[src/rtl/switch_conditioner.sv]
// switch_conditioner: per-channel synchroniser, debouncer, edge pulses and toggle latch for switches/buttons.
// Define SWCOND_LONGPRESS_EN to build the per-channel long-press (hold) detector.
module switch_conditioner #(
   parameter int                NUM_CH          = 4,
   parameter int                SYNC_STAGES     = 2,
   parameter int                DEBOUNCE_CYCLES = 1000000,
   parameter logic [NUM_CH-1:0] TOGGLE_MASK     = '0,
   parameter int                HOLD_CYCLES     = 200000000
) (
   input  logic              clk,
   input  logic              rst_n,
   input  logic [NUM_CH-1:0] sw_in,
   input  logic              clr,
   output logic [NUM_CH-1:0] level,
   output logic [NUM_CH-1:0] rise,
   output logic [NUM_CH-1:0] fall,
   output logic [NUM_CH-1:0] state,
   output logic [NUM_CH-1:0] hold
);
   localparam int CW = $clog2(DEBOUNCE_CYCLES + 1);
   logic [NUM_CH-1:0] sync_r [SYNC_STAGES];
   logic [CW-1:0]     cnt    [NUM_CH];
   logic [NUM_CH-1:0] sync_q;
   logic [NUM_CH-1:0] tog;
   if (SYNC_STAGES < 2 || DEBOUNCE_CYCLES < 1 || HOLD_CYCLES < 1) begin : g_bad_param
      $error("switch_conditioner: illegal parameter value");
   end
   assign sync_q = sync_r[SYNC_STAGES-1];
   assign state  = (tog & TOGGLE_MASK) | (level & ~TOGGLE_MASK);
   always_ff @(posedge clk or negedge rst_n) begin
      if (!rst_n) begin
         for (int s = 0; s < SYNC_STAGES; s++) sync_r[s] <= '0;
         for (int i = 0; i < NUM_CH; i++) cnt[i] <= '0;
         level <= '0;
         rise  <= '0;
         fall  <= '0;
         tog   <= '0;
      end else begin
         sync_r[0] <= sw_in;
         for (int s = 1; s < SYNC_STAGES; s++) sync_r[s] <= sync_r[s-1];
         rise <= '0;
         fall <= '0;
         for (int i = 0; i < NUM_CH; i++) begin
            if (sync_q[i] == level[i]) begin
               cnt[i] <= '0;
            end else if (cnt[i] == CW'(DEBOUNCE_CYCLES - 1)) begin
               cnt[i]   <= '0;
               level[i] <= sync_q[i];
               rise[i]  <= sync_q[i];
               fall[i]  <= ~sync_q[i];
            end else begin
               cnt[i] <= cnt[i] + 1'b1;
            end
         end
         // clr beats a rise landing in the same cycle
         tog <= clr ? '0 : (tog ^ rise) & TOGGLE_MASK;
      end
   end
`ifdef SWCOND_LONGPRESS_EN
   localparam int HW = $clog2(HOLD_CYCLES + 1);
   logic [HW-1:0] hcnt [NUM_CH];
   // counter parks at HOLD_CYCLES so a press yields at most one pulse
   always_ff @(posedge clk or negedge rst_n) begin
      if (!rst_n) begin
         for (int i = 0; i < NUM_CH; i++) hcnt[i] <= '0;
         hold <= '0;
      end else begin
         for (int i = 0; i < NUM_CH; i++) begin
            hcnt[i] <= !level[i] ? '0 : (hcnt[i] == HW'(HOLD_CYCLES)) ? hcnt[i] : hcnt[i] + 1'b1;
            hold[i] <= level[i] && (hcnt[i] == HW'(HOLD_CYCLES - 1));
         end
      end
   end
`else
   assign hold = '0;
`endif
endmodule

[config.mk]
export PLATFORM = sky130hd
export DESIGN_NAME = switch_conditioner
export DESIGN_NICKNAME = d
export VERILOG_FILES = /design/src/rtl/switch_conditioner.sv
export SDC_FILE = /design/constraint.sdc
export NUM_CORES = 1
export LEC_CHECK = 0
export CORE_ASPECT_RATIO = 1.1
export CORE_MARGIN = 4
export CORE_UTILIZATION = 54
export CTS_CLUSTER_DIAMETER = 120
export DETAILED_ROUTE_END_ITERATION = 10
export GPL_TIMING_DRIVEN = 0
export PLACE_DENSITY = 0.83
export SYNTH_ARGS = -nofsm -noshare
export SYNTH_HDL_FRONTEND = slang
export SYNTH_SLANG_ARGS = --single-unit
[constraint.sdc]
create_clock -name clk -period 2.3 [get_ports clk]
set_clock_uncertainty 0.05 [all_clocks]
set_input_delay 0.575 -clock clk [delete_from_list [all_inputs] [get_ports clk]]
set_output_delay 0.575 -clock clk [all_outputs]
set_load 0.02 [all_outputs]
==> results of run 1 <==
[repair_timing]
| item | in CTS | in global routing |
|---|---|---|
| gates resized for setup | 0 | 0 |
| hold buffers | 0 | 0 |
| endpoints found under the setup margin | 0 | 8 |
[power breakdown]
| group | leakage, nW | total (mW) | switching, mW | internal (mW) |
|---|---|---|---|---|
| logic | 0.697 | 0.119 | 0.0779 | 0.0412 |
| registers | 1.37 | 1.81 | 0.0250 | 1.78 |
| clock network | 0.0766 | 0.909 | 0.541 | 0.368 |
[cell usage in the layout, fill, tap and decap left out, types with 2 or more instances in the layout]
cell	instances
nand4b_1	3
conb_1	4
mux2_2	4
or3_2	2
or3_1	8
o21ai_0	12
and4_1	5
o31ai_4	3
clkbuf_8	9
nor2_1	68
nand4_2	2
clkbuf_1	2
xnor2_1	33
nand3b_1	5
nor4b_1	3
xor2_1	23
dfrtp_1	100
nor3_1	12
ha_1	4
and2_1	4
o221ai_1	2
inv_1	10
nand3_1	28
nor3b_1	8
nand4_1	17
nand2_1	20
o31ai_1	3
clkdlybuf4s50_1	20
a21oi_1	15
buf_4	10
clkinv_2	2
buf_2	4
or4_1	4
and3_1	14
nor4_1	15
[Yosys cell counts, types with 2 or more instances]
library cell,instances,area [sq um]
a21oi_1,15,75.07
and2_1,4,25.02
and3_1,14,87.58
and4_1,5,43.79
buf_2,4,20.02
buf_4,9,67.56
clkbuf_1,2,7.510
dfrtp_1,100,2502
ha_1,4,50.05
inv_1,10,37.54
mux2_2,4,45.04
nand2_1,20,75.07
nand3_1,28,140.1
nand3b_1,5,37.54
nand4_1,17,106.4
nand4_2,2,25.02
nand4b_1,3,26.28
nor2_1,68,255.2
nor3_1,12,60.06
nor3b_1,8,60.06
nor4_1,15,93.84
nor4b_1,3,26.28
o21ai_0,12,60.06
o221ai_1,2,17.52
o31ai_1,3,22.52
o31ai_4,3,63.81
or3_1,8,50.05
or3_2,2,15.01
or4_1,4,30.03
xnor2_1,33,289.0
xor2_1,23,201.4
[critical path: cells and delay by family (launching register included)]
kind                   cells  cell delay, ns
buffers and inverters      2            0.74
flip-flops                 1            0.49
[registers in the layout (all words and copies together), names as in the netlist]
signal,count
cnt,80
fall,4
level,4
rise,4
sync_q,4
sync_r,4
[per-layer routing]
metal  track usage  routed length (um)  vias up
li1              -                   -     1690
met2        0.2987                4302       46
met4       0.05341                 102        0
met1        0.2335                3947     1701
met5             0                   0        -
met3       0.03643                 250       12
[logic make-up (layout without fill, tap and decap cells)]
logic type | count (synthesis) | after routing | share of synthesized area
flip-flops | 100 | 100 | 0.5231
XOR/XNOR | 56 | 56 | 0.1025
adder cells (fa/ha/maj) | 4 | 4 | 0.01046
other | 1 | 4 | 0.0007840
buffers and inverters | 25 | 59 | 0.02773
AND/OR/NAND/NOR | 227 | 227 | 0.2616
AO/OA/AOI/OAI | 42 | 42 | 0.06226
multiplexers | 5 | 5 | 0.01151
[worst max-delay path by stage]
| stage | start | to | slack, ns | cells past startpoint |
|---|---|---|---|---|
| 4_1_cts | level[0] | state[0] | 0.10 | 2 |
| 2_1_floorplan | cnt[20] | level[2] | 0.46 | 5 |
| 3_5_place_dp | cnt[48] | cnt[54] | 0.18 | 6 |
| 3_3_place_gp | rst_n | sync_r[5] | -2.98 | 1 |
| 5_1_grt | level[0] | state[0] | 0.03 | 2 |
| 6_report | level[0] | state[0] | 0.10 | 2 |
[layout make-up]
type | count | area [sq um] | share of cell area
inverters | 10 | 37.54 | 0.007067
multi-input cells | 338 | 2160 | 0.4066
repair buffers | 22 | 235.2 | 0.04429
clock inverters | 3 | 18.77 | 0.003534
clock buffers | 9 | 123.9 | 0.02332
well taps | 111 | 138.9 | 0.02615
flip-flops and latches | 100 | 2502 | 0.4711
plain buffers | 15 | 95.09 | 0.01790
==> flow_summary.html, run 1 <==
<table>
<tr><th>Metric</th><th>Value</th></tr>
<tr><th colspan="2">Pwr</th></tr>
<tr><td>Overall power after layout</td><td>2.834 mW</td></tr>
<tr><td>Leakage dissipation</td><td>2.143 nW</td></tr>
<tr><td>Worst VDD drop</td><td>0.2847 mV</td></tr>
<tr><td>PwrDens</td><td>533.5 nW/um^2</td></tr>
<tr><th colspan="2">Drt</th></tr>
<tr><td>Number of iterations in the first detailed-routing pass</td><td>4</td></tr>
<tr><td>Antenna-violating nets left</td><td>0</td></tr>
<tr><td>Number of remaining DRC errors</td><td>0</td></tr>
<tr><td>DR vias/cell</td><td>5.673</td></tr>
<tr><td>Total length of routed wires</td><td>8603 um</td></tr>
<tr><td>Count of routing violations after the opening detailed-route iteration</td><td>171</td></tr>
<tr><td>Mean routed wirelength per cell</td><td>14.15 um</td></tr>
<tr><td>Detailed-route via count</td><td>3449</td></tr>
<tr><th colspan="2">Floorplanning</th></tr>
<tr><td>DIE HEIGHT</td><td>106.7 um</td></tr>
<tr><td>Core ar.</td><td>8496 sq um</td></tr>
<tr><td>Cell row count</td><td>35</td></tr>
<tr><td>Horizontal extent of the die</td><td>97.74 um</td></tr>
<tr><td>Initial Util</td><td>0.5630</td></tr>
<tr><td>Boundary pin count</td><td>27</td></tr>
<tr><td>Total Die Area</td><td>10430 sq um</td></tr>
<tr><th colspan="2">Final layout</th></tr>
<tr><td>Final core occ</td><td>0.6252</td></tr>
<tr><td>Fraction of final layout cells sized beyond drive strength 1</td><td>0.09457</td></tr>
<tr><td>Count of filler cells inserted in the layout</td><td>709</td></tr>
<tr><td>Count of inserted antenna diode cells</td><td>0</td></tr>
<tr><td>Cell Count, Final, Fillers Out</td><td>608</td></tr>
<tr><td>Area growth, synth to finish</td><td>11.04%</td></tr>
<tr><td>Fin nets</td><td>507</td></tr>
<tr><td>Design area</td><td>5311 sq um</td></tr>
<tr><th colspan="2">Global route</th></tr>
<tr><td>Vias in the first global route</td><td>3421</td></tr>
<tr><td>Wire length of the first global-routing pass</td><td>15520 um</td></tr>
<tr><td>Largest net degree at the start of global routing</td><td>65</td></tr>
<tr><td>Remaining Overflow, GRT</td><td>0</td></tr>
<tr><td>Initial antenna violation count</td><td>0</td></tr>
<tr><td>Gr usage total</td><td>0.1776</td></tr>
<tr><th colspan="2">Critical path</th></tr>
<tr><td>Arrival time at the worst endpoint</td><td>1.57 ns</td></tr>
<tr><td>Type of the worst setup path</td><td>reg2out</td></tr>
<tr><td>Cells along the critical path</td><td>buf_4 &gt; clkdlybuf4s50_1</td></tr>
<tr><td>Reg-to-Reg Start</td><td>cnt[20]</td></tr>
<tr><td>CP Max Fanout</td><td>6</td></tr>
<tr><td>Critical-path cell with the highest stage delay</td><td>clkdlybuf4s50_1</td></tr>
<tr><td>Largest incremental delay on the critical path</td><td>0.59 ns</td></tr>
<tr><td>CP startpoint kind</td><td>flop</td></tr>
<tr><td>Data required time at the worst endpoint</td><td>1.67 ns</td></tr>
<tr><td>Reg-to-reg slack, setup</td><td>0.22 ns</td></tr>
<tr><td>Critical Path End Type</td><td>output pin</td></tr>
<tr><td>Terminus of the critical flop-to-flop path</td><td>cnt[30]</td></tr>
<tr><td>Number of cell instances on the worst register-to-register path</td><td>6</td></tr>
<tr><th colspan="2">Status</th></tr>
<tr><td>Result of the run</td><td>finished, final reports clean</td></tr>
<tr><th colspan="2">Clock tree</th></tr>
<tr><td>Clock Sinks</td><td>100</td></tr>
<tr><td>Post-CTS setup buffer count</td><td>0</td></tr>
<tr><td>Number of CTS-inserted buffers</td><td>9</td></tr>
<tr><td>Cell chosen for the clock root</td><td>clkbuf_8</td></tr>
<tr><td>Clock network latency to the later pin of the worst-skew pair</td><td>0.35 ns</td></tr>
<tr><td>Clock Tree Buf Depth</td><td>2</td></tr>
<tr><td>Post-CTS clock slew at the launch and capture registers of the worst setup and hold paths</td><td>0.09 ns</td></tr>
<tr><td>H-Tree Level Count</td><td>3</td></tr>
<tr><td>Clock tree from TritonCTS</td><td>yes</td></tr>
<tr><th colspan="2">Synth</th></tr>
<tr><td>Yosys synthesis warning count</td><td>0</td></tr>
<tr><td>Flop and latch count out of synthesis</td><td>100</td></tr>
<tr><td>Synthesized area per cell</td><td>10.40 sq um</td></tr>
<tr><td>Count of cell types in the netlist</td><td>49</td></tr>
<tr><td>Share of the yosys chip area belonging to registers</td><td>0.5231</td></tr>
<tr><td>Async set-reset flop share out of synthesis</td><td>1.000</td></tr>
<tr><td>Dominant synthesized flop cell</td><td>dfrtp_1</td></tr>
<tr><td>EDFF count, synth</td><td>0</td></tr>
<tr><td>Gate Count Post-Synth</td><td>460</td></tr>
<tr><td>Post-synthesis instance area</td><td>4783 sq um</td></tr>
<tr><th colspan="2">Place</th></tr>
<tr><td>Placer Congestion</td><td>0.8552</td></tr>
<tr><td>Number of instances in the placed design</td><td>596</td></tr>
<tr><td>Placed wire-length estimate after detailed placement</td><td>5975 um</td></tr>
<tr><td>Quantity of I/O buffers inserted on ports</td><td>21</td></tr>
<tr><td>Instance area after placement</td><td>5169 sq um</td></tr>
<tr><td>Setup WS pre-CTS</td><td>0.1811 ns</td></tr>
<tr><th colspan="2">Timing</th></tr>
<tr><td>Setup repair after global routing missed its margin</td><td>no</td></tr>
<tr><td>Fin Setup TNS</td><td>0 ns</td></tr>
<tr><td>Setup violators final</td><td>0</td></tr>
<tr><td>Final Hold Fails</td><td>0</td></tr>
<tr><td>Final-report max-slew violation count</td><td>0</td></tr>
<tr><td>Worst slew margin</td><td>0.5849</td></tr>
<tr><td>Transition time at the pin with the least slew margin</td><td>0.6170 ns</td></tr>
<tr><td>Final worst hold slack</td><td>0.1285 ns</td></tr>
<tr><td>Worst Slack Setup Final</td><td>0.1019 ns</td></tr>
<tr><td>Fmax achieved</td><td>454.9 MHz</td></tr>
<tr><td>Final clock period utilization by the worst path</td><td>0.9557</td></tr>
<tr><td>Minimum clock period after layout</td><td>2.198 ns</td></tr>
<tr><th colspan="2">Hold path</th></tr>
<tr><td>Worst hold-check path type</td><td>in2async</td></tr>
<tr><th colspan="2">Run</th></tr>
<tr><td>MaxCap Viol Count</td><td>0</td></tr>
</table>
No activity file was read; power rests on OpenSTA's default activity.
==> inputs of run 2 (changes only) <==
--- a/config.mk
+++ b/config.mk
@@ -11,6 +11,7 @@
 export CTS_CLUSTER_DIAMETER = 120
 export DETAILED_ROUTE_END_ITERATION = 10
 export GPL_TIMING_DRIVEN = 0
+export HOLD_SLACK_MARGIN = 0.05
 export PLACE_DENSITY = 0.83
 export SYNTH_ARGS = -nofsm -noshare
 export SYNTH_HDL_FRONTEND = slang
==> results of run 2 <==
Same layout as run 1: the final DEF is identical, and so are final timing and power.
==> inputs of run 3 (changes only) <==
--- a/config.mk
+++ b/config.mk
@@ -5,6 +5,7 @@
 export SDC_FILE = /design/constraint.sdc
 export NUM_CORES = 1
 export LEC_CHECK = 0
+export CAP_MARGIN = 0
 export CORE_ASPECT_RATIO = 1.1
 export CORE_MARGIN = 4
 export CORE_UTILIZATION = 54
@@ -13,6 +14,7 @@
 export GPL_TIMING_DRIVEN = 0
 export HOLD_SLACK_MARGIN = 0.05
 export PLACE_DENSITY = 0.83
+export SKIP_CTS_REPAIR_TIMING = 1
 export SYNTH_ARGS = -nofsm -noshare
 export SYNTH_HDL_FRONTEND = slang
 export SYNTH_SLANG_ARGS = --single-unit
==> results of run 3 <==
Same layout as run 1: the final DEF is identical, and so are final timing and power.
